[src/rtl/interleaver_pkg.sv]
// Shared parameters, mode encodings and width helper for the ping-pong
// (de)interleaver controller and its read address generator.
package interleaver_pkg;

  localparam int DEF_ROWS = 4;
  localparam int DEF_COLS = 4;

  localparam logic MODE_ILV   = 1'b0;
  localparam logic MODE_DEILV = 1'b1;

  // Width of a counter/address spanning 0..n-1, never narrower than one bit.
  function automatic int calc_aw(input int n);
    return (n <= 2) ? 1 : $clog2(n);
  endfunction

endpackage

[src/rtl/interleaver_ctrl_if.sv]
// Handshake and memory-control bundle between the controller and its
// neighbours; master drives the symbol stream, slave is the controller.
interface interleaver_ctrl_if #(parameter int AW = 4);

  logic          mode;
  logic          in_valid;
  logic          in_sof;
  logic          in_ready;
  logic          wr_en;
  logic          wr_bank;
  logic [AW-1:0] wr_addr;
  logic          rd_en;
  logic          rd_bank;
  logic [AW-1:0] rd_addr;
  logic          out_valid;
  logic          out_sof;
  logic          out_ready;
  logic          sync_err;

  modport master (
    output mode, in_valid, in_sof, out_ready,
    input  in_ready, wr_en, wr_bank, wr_addr, rd_en, rd_bank, rd_addr,
           out_valid, out_sof, sync_err
  );

  modport slave (
    input  mode, in_valid, in_sof, out_ready,
    output in_ready, wr_en, wr_bank, wr_addr, rd_en, rd_bank, rd_addr,
           out_valid, out_sof, sync_err
  );

endinterface

[src/rtl/interleaver_rd_addr_gen.sv]
// Nested row/column counters producing the permuted read address; the loop
// order and address arithmetic follow the mode of the bank being drained.
module interleaver_rd_addr_gen
  import interleaver_pkg::*;
#(
  parameter int ROWS = DEF_ROWS,
  parameter int COLS = DEF_COLS,
  parameter int AW   = calc_aw(ROWS * COLS)
) (
  input  logic          clk,
  input  logic          rst_n,
  input  logic          advance_i,
  input  logic          mode_i,
  output logic [AW-1:0] addr_o,
  output logic          first_o,
  output logic          last_o
);

  localparam int RW = calc_aw(ROWS);
  localparam int CW = calc_aw(COLS);

  logic [RW-1:0] r_q, r_d;
  logic [CW-1:0] c_q, c_d;
  logic          rEnd, cEnd;

  assign rEnd = (r_q == RW'(ROWS - 1));
  assign cEnd = (c_q == CW'(COLS - 1));

  always_ff @(posedge clk or negedge rst_n) begin
    if (!rst_n) begin
      r_q <= '0;
      c_q <= '0;
    end else begin
      r_q <= r_d;
      c_q <= c_d;
    end
  end

  // Interleave runs rows fastest, deinterleave runs columns fastest.
  always_comb begin
    r_d = r_q;
    c_d = c_q;
    if (advance_i) begin
      if (mode_i == MODE_ILV) begin
        r_d = rEnd ? '0 : r_q + RW'(1);
        if (rEnd) c_d = cEnd ? '0 : c_q + CW'(1);
      end else begin
        c_d = cEnd ? '0 : c_q + CW'(1);
        if (cEnd) r_d = rEnd ? '0 : r_q + RW'(1);
      end
    end
  end

  always_comb begin
    if (mode_i == MODE_ILV) addr_o = AW'(r_q) * AW'(COLS) + AW'(c_q);
    else                    addr_o = AW'(c_q) * AW'(ROWS) + AW'(r_q);
  end

  assign first_o = (r_q == '0) && (c_q == '0);
  assign last_o  = rEnd && cEnd;

endmodule

[src/rtl/interleaver_ctrl.sv]
// Ping-pong bank sequencer: fills one bank sequentially while draining the
// other in permuted order, with a registered, backpressured output flag.
module interleaver_ctrl
  import interleaver_pkg::*;
#(
  parameter int ROWS = DEF_ROWS,
  parameter int COLS = DEF_COLS
) (
  input logic               clk,
  input logic               rst_n,
  interleaver_ctrl_if.slave bus
);

  localparam int N  = ROWS * COLS;
  localparam int AW = calc_aw(N);

  logic [1:0]    full_q, full_d;
  logic          wrBank_q, wrBank_d;
  logic          rdBank_q, rdBank_d;
  logic [AW-1:0] wrCnt_q, wrCnt_d;
  logic [1:0]    bankMode_q, bankMode_d;
  logic          outValid_q, outValid_d;
  logic          outSof_q, outSof_d;
  logic          syncErr_q, syncErr_d;

  logic          inReady, wrEn, rdEn, resync, wrLast;
  logic          rdFirst, rdLast;
  logic [AW-1:0] rdAddr;

  assign inReady = ~full_q[wrBank_q];
  assign wrEn    = bus.in_valid & inReady;
  assign resync  = wrEn & bus.in_sof & (wrCnt_q != '0);
  assign wrLast  = wrEn & ~resync & (wrCnt_q == AW'(N - 1));
  assign rdEn    = full_q[rdBank_q] & (~outValid_q | bus.out_ready);

  interleaver_rd_addr_gen #(
    .ROWS (ROWS),
    .COLS (COLS),
    .AW   (AW)
  ) u_rd_addr_gen (
    .clk       (clk),
    .rst_n     (rst_n),
    .advance_i (rdEn),
    .mode_i    (bankMode_q[rdBank_q]),
    .addr_o    (rdAddr),
    .first_o   (rdFirst),
    .last_o    (rdLast)
  );

  always_ff @(posedge clk or negedge rst_n) begin
    if (!rst_n) begin
      full_q     <= '0;
      wrBank_q   <= 1'b0;
      rdBank_q   <= 1'b0;
      wrCnt_q    <= '0;
      bankMode_q <= '0;
      outValid_q <= 1'b0;
      outSof_q   <= 1'b0;
      syncErr_q  <= 1'b0;
    end else begin
      full_q     <= full_d;
      wrBank_q   <= wrBank_d;
      rdBank_q   <= rdBank_d;
      wrCnt_q    <= wrCnt_d;
      bankMode_q <= bankMode_d;
      outValid_q <= outValid_d;
      outSof_q   <= outSof_d;
      syncErr_q  <= syncErr_d;
    end
  end

  // A mid-frame start-of-frame restarts the current bank with this symbol at 0.
  always_comb begin
    full_d     = full_q;
    wrBank_d   = wrBank_q;
    rdBank_d   = rdBank_q;
    wrCnt_d    = wrCnt_q;
    bankMode_d = bankMode_q;
    outValid_d = outValid_q;
    outSof_d   = outSof_q;
    syncErr_d  = resync;

    if (wrEn) begin
      if (resync) begin
        wrCnt_d = AW'(1);
      end else if (wrLast) begin
        wrCnt_d          = '0;
        wrBank_d         = ~wrBank_q;
        full_d[wrBank_q] = 1'b1;
      end else begin
        wrCnt_d = wrCnt_q + AW'(1);
      end
      if (resync || (wrCnt_q == '0)) bankMode_d[wrBank_q] = bus.mode;
    end

    if (rdEn && rdLast) begin
      full_d[rdBank_q] = 1'b0;
      rdBank_d         = ~rdBank_q;
    end

    if (rdEn) begin
      outValid_d = 1'b1;
      outSof_d   = rdFirst;
    end else if (bus.out_ready) begin
      outValid_d = 1'b0;
    end
  end

  assign bus.in_ready  = inReady;
  assign bus.wr_en     = wrEn;
  assign bus.wr_bank   = wrBank_q;
  assign bus.wr_addr   = resync ? '0 : wrCnt_q;
  assign bus.rd_en     = rdEn;
  assign bus.rd_bank   = rdBank_q;
  assign bus.rd_addr   = rdAddr;
  assign bus.out_valid = outValid_q;
  assign bus.out_sof   = outSof_q;
  assign bus.sync_err  = syncErr_q;

endmodule

[src/flat_wrapper.sv]
// flat-port wrapper written by rule: the top's interface ports become plain ports
module interleaver_ctrl_flat import interleaver_pkg::*;
#(
  parameter int ROWS = DEF_ROWS,
  parameter int COLS = DEF_COLS
)
  (clk, rst_n, bus_mode, bus_in_valid, bus_in_sof, bus_out_ready, bus_in_ready, bus_wr_en, bus_wr_bank, bus_wr_addr, bus_rd_en, bus_rd_bank, bus_rd_addr, bus_out_valid, bus_out_sof, bus_sync_err);
  interleaver_ctrl_if #(.AW(4)) bus_i ();
  input logic clk;
  input logic rst_n;
  input wire logic [$bits(bus_i.mode)-1:0] bus_mode;
  input wire logic [$bits(bus_i.in_valid)-1:0] bus_in_valid;
  input wire logic [$bits(bus_i.in_sof)-1:0] bus_in_sof;
  input wire logic [$bits(bus_i.out_ready)-1:0] bus_out_ready;
  output wire logic [$bits(bus_i.in_ready)-1:0] bus_in_ready;
  output wire logic [$bits(bus_i.wr_en)-1:0] bus_wr_en;
  output wire logic [$bits(bus_i.wr_bank)-1:0] bus_wr_bank;
  output wire logic [$bits(bus_i.wr_addr)-1:0] bus_wr_addr;
  output wire logic [$bits(bus_i.rd_en)-1:0] bus_rd_en;
  output wire logic [$bits(bus_i.rd_bank)-1:0] bus_rd_bank;
  output wire logic [$bits(bus_i.rd_addr)-1:0] bus_rd_addr;
  output wire logic [$bits(bus_i.out_valid)-1:0] bus_out_valid;
  output wire logic [$bits(bus_i.out_sof)-1:0] bus_out_sof;
  output wire logic [$bits(bus_i.sync_err)-1:0] bus_sync_err;
  assign bus_i.mode = bus_mode;
  assign bus_i.in_valid = bus_in_valid;
  assign bus_i.in_sof = bus_in_sof;
  assign bus_i.out_ready = bus_out_ready;
  assign bus_in_ready = bus_i.in_ready;
  assign bus_wr_en = bus_i.wr_en;
  assign bus_wr_bank = bus_i.wr_bank;
  assign bus_wr_addr = bus_i.wr_addr;
  assign bus_rd_en = bus_i.rd_en;
  assign bus_rd_bank = bus_i.rd_bank;
  assign bus_rd_addr = bus_i.rd_addr;
  assign bus_out_valid = bus_i.out_valid;
  assign bus_out_sof = bus_i.out_sof;
  assign bus_sync_err = bus_i.sync_err;
  interleaver_ctrl #(.ROWS(ROWS), .COLS(COLS)) u_core (.clk(clk), .rst_n(rst_n), .bus(bus_i));
endmodule
[config.mk]
export PLATFORM = sky130hd
export DESIGN_NAME = interleaver_ctrl_flat
export DESIGN_NICKNAME = d
export VERILOG_FILES = /design/src/rtl/interleaver_pkg.sv /design/src/rtl/interleaver_ctrl_if.sv /design/src/rtl/interleaver_rd_addr_gen.sv /design/src/rtl/interleaver_ctrl.sv /design/src/flat_wrapper.sv
export SDC_FILE = /design/constraint.sdc
export NUM_CORES = 1
export LEC_CHECK = 0
export CORE_ASPECT_RATIO = 0.9
export CORE_MARGIN = 8
export CORE_UTILIZATION = 35
export CTS_CLUSTER_DIAMETER = 200
export DETAILED_ROUTE_END_ITERATION = 8
export PLACE_DENSITY = 0.59
export SLEW_MARGIN = 20
export SYNTH_ARGS = -nofsm -noshare
export SYNTH_HDL_FRONTEND = slang
export SYNTH_SLANG_ARGS = --single-unit
[constraint.sdc]
create_clock -name clk -period 1.56 [get_ports clk]
set_input_delay 0.312 -clock clk [delete_from_list [all_inputs] [get_ports clk]]
set_output_delay 0.312 -clock clk [all_outputs]
set_load 0.005 [all_outputs]
## Word level (Yosys, flattened, before mapping)

Index checks and enable logic that the tools add are counted.

- Flip-flop bits (word level): 17
- Output and inout bits: 16
- Word-level logic and storage cells: 81

- Add/sub/neg operators: 5
- Magnitude comparators: 4
- Equal/unequal tests: 4
- Multiplexer cells: 27
- Bitwise logic cells: 15
- Reduce and logical (&&, ||, !) cells: 16

Operator list:

| operator | number |
|---|---|
| 2-to-1 mux 2 bit | 10 |
| 2-to-1 mux 4 bit | 4 |
| 2-to-1 mux 1 bit | 10 |
| adder 4 x 2 -> 4 bit | 2 |
| AND 1 bit | 6 |
| AND reduction 2 bit | 3 |
| logical AND 1 bit | 5 |
| NOT 1 bit | 5 |
| adder 2 x 1 -> 2 bit (second input constant) | 2 |
| adder 4 x 1 -> 4 bit (second input constant) | 1 |
| equality test 2 bit (second input constant) | 2 |
| equality test 4 bit (second input constant) | 1 |
| zero test 2 bit | 2 |
| zero test 4 bit | 1 |
| < comparator 1 x 2 -> 1 bit (second input constant) | 2 |
| nonzero test 2 bit | 2 |
| nonzero test 4 bit | 1 |
| AND reduction 3 bit | 1 |
| AND 2 bit | 1 |
| bitwise mux 2 bit | 1 |
| demux 1 bit (select 1 bit) | 2 |
| >= comparator 1 bit (second input constant) | 2 |
| inequality test 2 x 1 -> 1 bit (second input constant) | 1 |
| NOT 2 bit | 1 |
| other kinds (3) | 3 |

## Depth between registers and ports, before layout

Gate-level depths: netlist of run 1.

- Depth in word-level cells: 14
- Depth in mapped cells: 5

## Hierarchy

A second synthesis of run 1 with hierarchy kept.

- Cells, all modules: 103
- Area total of the unflattened synthesis: 1044.8 µm²

By module, submodules not included:

| module | instances | cells an instance | area each (µm²) | seq. area each (µm²) |
|---|---|---|---|---|
| interleaver_ctrl | 1 | 71 | 734.5 | 325.3 |
| interleaver_rd_addr_gen | 1 | 32 | 310.3 | 100.1 |

## Least setup slack after synthesis of run 1

OpenSTA, ideal clock, no wires.

- Path kind: reg2out
- From: register u_core.wrCnt_q[0]
- To: output port bus_wr_addr[0]
- Arrival time: 1.282 ns
- Data required time: 1.248 ns
- Slack: -0.034 ns
- Cell stages (with the launch flop): 6
- Buffers on the path: 0
- Cells stage by stage: dfrtp_1 inv_1 ha_1 nor3b_1 nor4_2 nor2_1

- Longest elaborated chain between the ends: 3

RTL lines:

| what | line | RTL |
|---|---|---|
| start: declaration | interleaver_ctrl.sv:20 | `logic [AW-1:0] wrCnt_q, wrCnt_d;` |
| start signal: assignment | interleaver_ctrl.sv:64 | `wrCnt_q <= wrCnt_d;` |
| nonzero test 4 bit | interleaver_ctrl.sv:32 | `assign resync = wrEn & bus.in_sof & (wrCnt_q != '0);` |
| AND 1 bit | interleaver_ctrl.sv:32 |  |
| named net u_core.resync | interleaver_ctrl.sv:26 | `logic inReady, wrEn, rdEn, resync, wrLast;` |
| 2-to-1 mux 4 bit | interleaver_ctrl.sv:112 | `assign bus.wr_addr = resync ? '0 : wrCnt_q;` |
| end: declaration | flat_wrapper.sv:18 | `output wire logic [$bits(bus_i.wr_addr)-1:0] bus_wr_addr;` |

The timed path passes the listed nets, and every way through them passes these cells.

## Final worst setup path of run 1

- From: register u_core.wrBank_q, in the netlist u_core.bus.wr_bank
- To: output port bus_wr_addr[0]

- Longest elaborated chain between the ends: 7

RTL lines:

| what | line | RTL |
|---|---|---|
| start: declaration | interleaver_ctrl.sv:18 | `logic wrBank_q, wrBank_d;` |
| start signal: assignment | interleaver_ctrl.sv:62 | `wrBank_q <= wrBank_d;` |
| 2-to-1 mux 1 bit (implied by the code) (2 in a row) | interleaver_ctrl.sv:30 | `assign inReady = ~full_q[wrBank_q];` |
| NOT 1 bit | interleaver_ctrl.sv:30 |  |
| AND 1 bit | interleaver_ctrl.sv:31 | `assign wrEn = bus.in_valid & inReady;` |
| AND 1 bit (2 in a row) | interleaver_ctrl.sv:32 |  |
| named net u_core.resync | interleaver_ctrl.sv:26 |  |
| 2-to-1 mux 4 bit | interleaver_ctrl.sv:112 |  |

The timed path passes the listed nets, and every way through them passes these cells. The select of a mux whose other input is x is not followed.

==> results.md, run 1 <==
* Final WS setup at -0.3505 ns
* Gr usage total at ~12%
* # diodes at 0
* Nets at 170
* Vias per cell at about 5
* Fmax at around 0.52 GHz
* Warnings, synthesis at 0
* Worst Path Max Fanout at 5
* Register area share after synthesis at 42.93%
* Largest net degree at the start of global routing at 18
* Initial antenna violation count at 0
* I/O Pins at 22
* Post-synth top area share at between 40% and 50%
* CTS Root Cell: clkbuf_4
* First-pass GRT wire length at roughly 4600 um
* Flops & latches, synth at 17
* Tightest Pin Transition at between 0.3 and 0.4 ns
* Starting Density at between 30 and 40%
* Gr ovfl total at 0
* Setup violators final at 19
* Initial drt markers at 32
* Number of iterations in the first detailed-routing pass at 2
* Setup Skew at about 0.013 ns
* Area leader, netlist: dfrtp_1
* Ys flop type: dfrtp_1
* Hold Crit Class: in2async
* Leakage at roughly 0.00079 uW
* Core area at 2725 sq um
* Post-synth EDFFs at 0
* DRC viols at 0
* # port buffers at 21
* Synth Area in XOR/XNOR at 1.768%
* Delay-heaviest family, CP: flip-flops
* Synth Area in Simple Gates at 12.50%
* Die area at around 4800 sq um
* Final period util at 122.5%
* Crit path buf inv count at 2
* Post-synthesis compound-gate area fraction at between 10% and 20%
* Most common cell after layout, fill and taps aside: buf_4
* Max Slew Vio Count at 0
* Skew-Pair Late Insertion Delay at 0.30 ns
* Number of H-tree levels at 1
* Die W at roughly 70 um
* Crit Path Category: reg2out
* Num CTS Buffers at 3
* Final Hold Violating Endpoints at 0
* Layout area overhead at 66.67%
* Max Cap Violations at 0
* Largest family of logic cells by synthesized area: compound AO/OA/AOI/OAI gates
* Share of synthesized registers carrying an async set or reset at 100.0%
* Critical path arrival at between 1.5 and 2 ns
* Net Count, Synth at between 100 and 150
* Core Rows at 18
* Cell Chain, Critical Path: mux2_4 -> nor4_2 -> buf_4 -> nor2_1 -> buf_2
* Slowest CP cell: dfrtp_1
* Power per cell area at 1398 nW/um^2
* Per-cell routed wire length at roughly 13 um
* Die Height at between 60 and 70 um
* Post-Syn Area per Cell at between 10 and 15 sq um
* Peak supply drop at between 0.0007 and 0.0008 V
* CTS max path bufs at 2
* Placer Congestion at ~0.84
* Worst setup EP type: output port
* Total number of vias at 986
* Minimum clock period at roughly 1.9 ns
* Adder-Cell Fraction of Synth Area at 7.576%
* CTS tree: built
* R2r setup slk at -0.16 ns
* Post-synthesis mux area share at 11.49%
* Synth area leaders: dfrtp_1, ha_1, mux2_2, inv_1, o21ai_0
* Slew headroom at between 70 and 80%
* Clk slew on worst S/H paths at roughly 0.11 ns
* Commonest non-fill, non-tap cells in the layout: buf_4, dfrtp_1, inv_1
* CTS sink cnt at 17
* Finished Core Util at 60.61%
* Largest stage delay, worst path at between 0.4 and 0.5 ns
* Failing checks: setup timing
* Number of global-route vias before repair at ~1000
* Setup TNS at -3.100 ns
* Layout cells sized above 1 at around 48%
* Yosys cell types at 33
* Worst Setup Start Kind: flop
* Unrepaired setup endpoints after global routing: yes
* Detailed Route WL at around 2600 um
* Synth Instances at 99
* CP required at roughly 1.3 ns
* Post-route ant nets at 0
* Status: finished, violations left
* Dpl hpwl at ~1800 um
* Synthesized area at approximately 990 sq um
* CTS hold repair buffers at 0
## final timing paths
path                                                                 to                           start  cells after the start
worst max-delay path                                     bus_wr_addr[0]  u_core.bus.wr_bank$_DFFE_PN0P_                      5
worst min-delay path                      u_core.wrCnt_q[2]$_DFFE_PN0N_                           rst_n                      2
worst max register to register  u_core.u_rd_addr_gen.r_q[1]$_DFFE_PN0P_  u_core.bus.rd_bank$_DFFE_PN0P_                      6
worst min register to register           u_core.bus.out_sof$_DFFE_PN0P_  u_core.bus.out_sof$_DFFE_PN0P_                      2
max in group asynchronous       u_core.u_rd_addr_gen.r_q[1]$_DFFE_PN0P_                           rst_n                      2
min in group clk                         u_core.bus.out_sof$_DFFE_PN0P_  u_core.bus.out_sof$_DFFE_PN0P_                      2
## routing by layer
metal,share of wire (%),wire length (um),global-route usage (%)
met1,46,1212,14.66
met2,50,1323,20.72
met3,2.3,60,2.849
met4,1.4,38,3.053
met5,0,0,0
## flip-flops by register name (all words and copies together) (netlist names)
register,count
u_core.full_q,2
u_core.bus.out_sof,1
u_core.bankMode_q,2
u_core.bus.sync_err,1
u_core.bus.out_valid,1
u_core.wrCnt_q,4
u_core.bus.wr_bank,1
u_core.u_rd_addr_gen.r_q,2
u_core.bus.rd_bank,1
u_core.u_rd_addr_gen.c_q,2
## cell usage after synthesis, types with 2 or more instances
cell type,n
dfrtp_1,17
inv_1,13
nand2_1,7
nor2_1,7
o21ai_0,7
ha_1,6
mux2_2,6
a21oi_1,3
o2111ai_1,3
o211ai_1,3
a31oi_1,2
a41oi_1,2
mux2_1,2
xnor2_1,2
## where the power goes
part           switching, uW  internal, uW
registers                135           580
logic                    595           759
clock network            140          99.6
## what timing repair did
action                     in CTS  in global routing
setup buffers                  10                  2
gates resized for setup        71                 22
pin swaps                       6                  9
cloned                          1                  0
setup endpoints to repair      19                 26
## per-stage QoR
stage / hold WS [ns] / instance area (sq um) / setup WS, ns / cells / total power, uW
floorplan: 0.01641 / 996.0 / 0.02984 / 99 / 1206
global placement: 0.4890 / 1431 / -0.5327 / 183 / 1822
detailed placement: 0.4925 / 1431 / -0.5305 / 183 / 1841
CTS: 0.3433 / 1574 / -0.3618 / 197 / 2164
global route: 0.3613 / 1652 / -0.4207 / 197 / 2504
finish: 0.3338 / 1652 / -0.3505 / 197 / 2308
## kinds of logic (layout without fill, tap and decap cells)
kind of cell,count (synthesis),count (layout)
fa+ha+maj,6,6
simple gates,23,23
compound gates,26,26
mux,10,10
xor+xnor,2,2
flops,17,17
buf+inv,15,73
## layout make-up
cell class,count,area (sq um)
Inverter,14,53.80
Tap cell,40,50.05
Multi-Input combinational cell,67,639.4
Timing Repair Buffer,55,456.7
Fill cell,222,1074
Sequential cell,17,425.4
Clock buffer,4,26.28
(Power assumes the default switching activity.)
==> run 2: changes to the inputs <==
REMOVE_ABC_BUFFERS = 1   (was unset)
SKIP_LAST_GASP = 1   (was unset)
==> results.md, run 2 (synthesis results as in run 1) <==
* Filler instances at 243 (+9.5%)
* Total number of vias at 956 (-3.0%)
* Status: finished, violations left
* Leakage at 0.0007992 uW (+1.4%)
* I/O Pins at 22 (unchanged)
* Max Cap Violations at 0 (unchanged)
* Layout cells sized above 1 at 47.53% (-0.24 points)
* Most common cell after layout, fill and taps aside: buf_4
* Number of global-route vias before repair at 926 (-7.6%)
* Final period util at 122.4% (about the same)
* Core area at 2725 sq um (unchanged)
* # diodes at 0 (unchanged)
* Biggest register: u_core.wrCnt_q
* Max Slew Vio Count at 0 (unchanged)
* Gr ovfl total at 0 (unchanged)
* CTS sink cnt at 17 (unchanged)
* Delay-heaviest family, CP: flip-flops
* Gr usage total at 11.18% (-0.83 points)
* Worst setup EP type: output port
* Die W at 72.09 um (unchanged)
* Peak supply drop at 0.0006612 V (-7.3%)
* Max reg flops at 4 (unchanged)
* Commonest non-fill, non-tap cells in the layout: buf_4, dfrtp_1, inv_1
* Worst slack, placed at -0.6263 ns (-0.09578 ns)
* Per-cell routed wire length at 12.85 um (-3.8%)
* Hold Crit Class: in2async
* Fmax at 0.5238 GHz (about the same)
* Nets at 175 (+2.9%)
* Met3 usage at 2.699% (-0.15 points)
* Cell Chain, Critical Path: mux2_4 -> nor4_4 -> buf_4 -> nor2_2 -> buf_2
* Setup violators final at 22 (+3)
* Gr busiest metal: met2
* Num CTS Buffers at 3 (unchanged)
* Post-route ant nets at 0 (unchanged)
* Skew-Pair Late Insertion Delay at 0.29 ns (about the same)
* Tot Pwr at 2303 uW (-0.22%)
* Final WS setup at -0.3492 ns (+0.001288 ns)
* Initial antenna violation count at 0 (unchanged)
* Setup Skew at 0.009898 ns (-0.002685 ns)
* Number of H-tree levels at 1 (unchanged)
* Number of iterations in the first detailed-routing pass at 4 (+2)
* Tightest Pin Transition at 0.3328 ns (+0.001148 ns)
* Minimum clock period at 1.909 ns (-0.001288 ns)
* Initial drt markers at 40 (+25%)
* Unrepaired setup endpoints after global routing: yes
* Clk slew on worst S/H paths at 0.10 ns (about the same)
* Detailed Route WL at 2596 um (-1.4%)
* Largest stage delay, worst path at 0.40 ns (about the same)
* Critical path arrival at 1.60 ns (about the same)
* Slowest CP cell: dfrtp_1
* Placer Congestion at 0.7961 (-4.9%)
* Largest net degree at the start of global routing at 18 (unchanged)
* Die Height at 66.48 um (unchanged)
* Sequential cell area at 425.4 sq um (unchanged)
* Multi-input gate area at 609.3 sq um (-4.7%)
* Crit path buf inv count at 2 (unchanged)
* DRC viols at 0 (unchanged)
* Die area at 4793 sq um (unchanged)
* CP required at 1.25 ns (about the same)
* Slew headroom at 77.72% (about the same)
* Core Rows at 18 (unchanged)
* CTS Root Cell: clkbuf_4
* Met1 usage at 12.95% (-1.7 points)
* Failing checks: setup timing
* Worst Setup Start Kind: flop
* Starting Density at 36.36% (unchanged)
* # port buffers at 21 (unchanged)
* Dpl hpwl at 1853 um (+0.38%)
* Final Hold Violating Endpoints at 0 (unchanged)
* Crit Path Category: reg2out
* Power per cell area at 1393 nW/um^2 (-0.30%)
* First-pass GRT wire length at 4153 um (-9.6%)
* CTS tree: built
* Vias per cell at 4.733 (-5.4%)
* CTS max path bufs at 2 (unchanged)
* Met2 usage at 19.37% (-1.4 points)
* Worst Path Max Fanout at 5 (unchanged)
* Layout area overhead at 66.79% (about the same)
run 2: final timing paths:
| kind | start | end | slack, ns | depth (start not counted) |
|---|---|---|---|---|
| hold reg to reg | u_core.bus.out_sof$_DFFE_PN0P_ | u_core.bus.out_sof$_DFFE_PN0P_ | 0.51 | 2 |
| hold / removal | rst_n | u_core.wrCnt_q[3]$_DFFE_PN0N_ | 0.33 | 2 |
| max in group asynchronous | rst_n | u_core.wrCnt_q[1]$_DFFE_PN0N_ | 1.03 | 2 |
| setup reg to reg | u_core.bus.rd_bank$_DFFE_PN0P_ | u_core.u_rd_addr_gen.r_q[1]$_DFFE_PN0P_ | -0.13 | 7 |
| min in group clk | u_core.bus.out_sof$_DFFE_PN0P_ | u_core.bus.out_sof$_DFFE_PN0P_ | 0.51 | 2 |
| setup / recovery | u_core.bus.wr_bank$_DFFE_PN0P_ | bus_wr_addr[2] | -0.35 | 5 |
run 2: per-stage QoR:
step	utilization (%)	setup TNS (ns)	instances	hold slack (ns)	instance area, sq um
after floorplan	-	-0.1491	98	0.01641	985.9
after global placement	52.07	-4.104	182	0.4866	1419
after detailed placement	52.07	-4.616	182	0.4966	1419
after CTS	57.58	-2.617	196	0.3412	1569
after global routing	60.65	-5.038	202	0.3469	1653
final	60.65	-3.500	202	0.3339	1653
run 2: power breakdown:
| group | switching, uW | internal (uW) | leakage (uW) | total (uW) |
|---|---|---|---|---|
| clock | 139 | 99.5 | 0.0000150 | 239 |
| sequential | 122 | 580 | 0.000223 | 702 |
| combinational | 586 | 777 | 0.000561 | 1360 |
run 2: metal layers:
layer  up-vias  part of all wire [%]  routed length (um)
li1        480                     -                   -
met1       463                    45                1170
met2        11                    51                1330
met3         2                   2.3                  60
met4         0                   1.4                  36
met5         -                     0                   0
run 2: layout make-up:
type / instances / area share (%)
Multi-Input combinational cell: 67 / 36.87
Timing Repair Buffer: 60 / 29.30
Sequential cell: 17 / 25.74
Inverter: 14 / 3.482
Tap cell: 40 / 3.028
Clock buffer: 4 / 1.590
run 2: what timing repair did:
item	in CTS	in global routing
hold buffers	0	0
hold endpoints to repair	0	0
pin swaps	6	7
setup buffers	10	7
gates resized for setup	73	16
setup endpoints to repair	22	22
gates cloned	1	0
run 2: worst register-to-register path, delay by kind of cell, from the launching register on:
family | cells | cell delay, ns
mux | 2 | 0.58
flops | 1 | 0.41
compound gates | 1 | 0.08
buf+inv | 4 | 0.52
==> run 3: changes to the inputs <==
CAP_MARGIN = 15   (was unset)
SLEW_MARGIN = unset   (was 20)
==> results of run 3 <==
Final layout, timing and power as in run 2 (identical DEF).
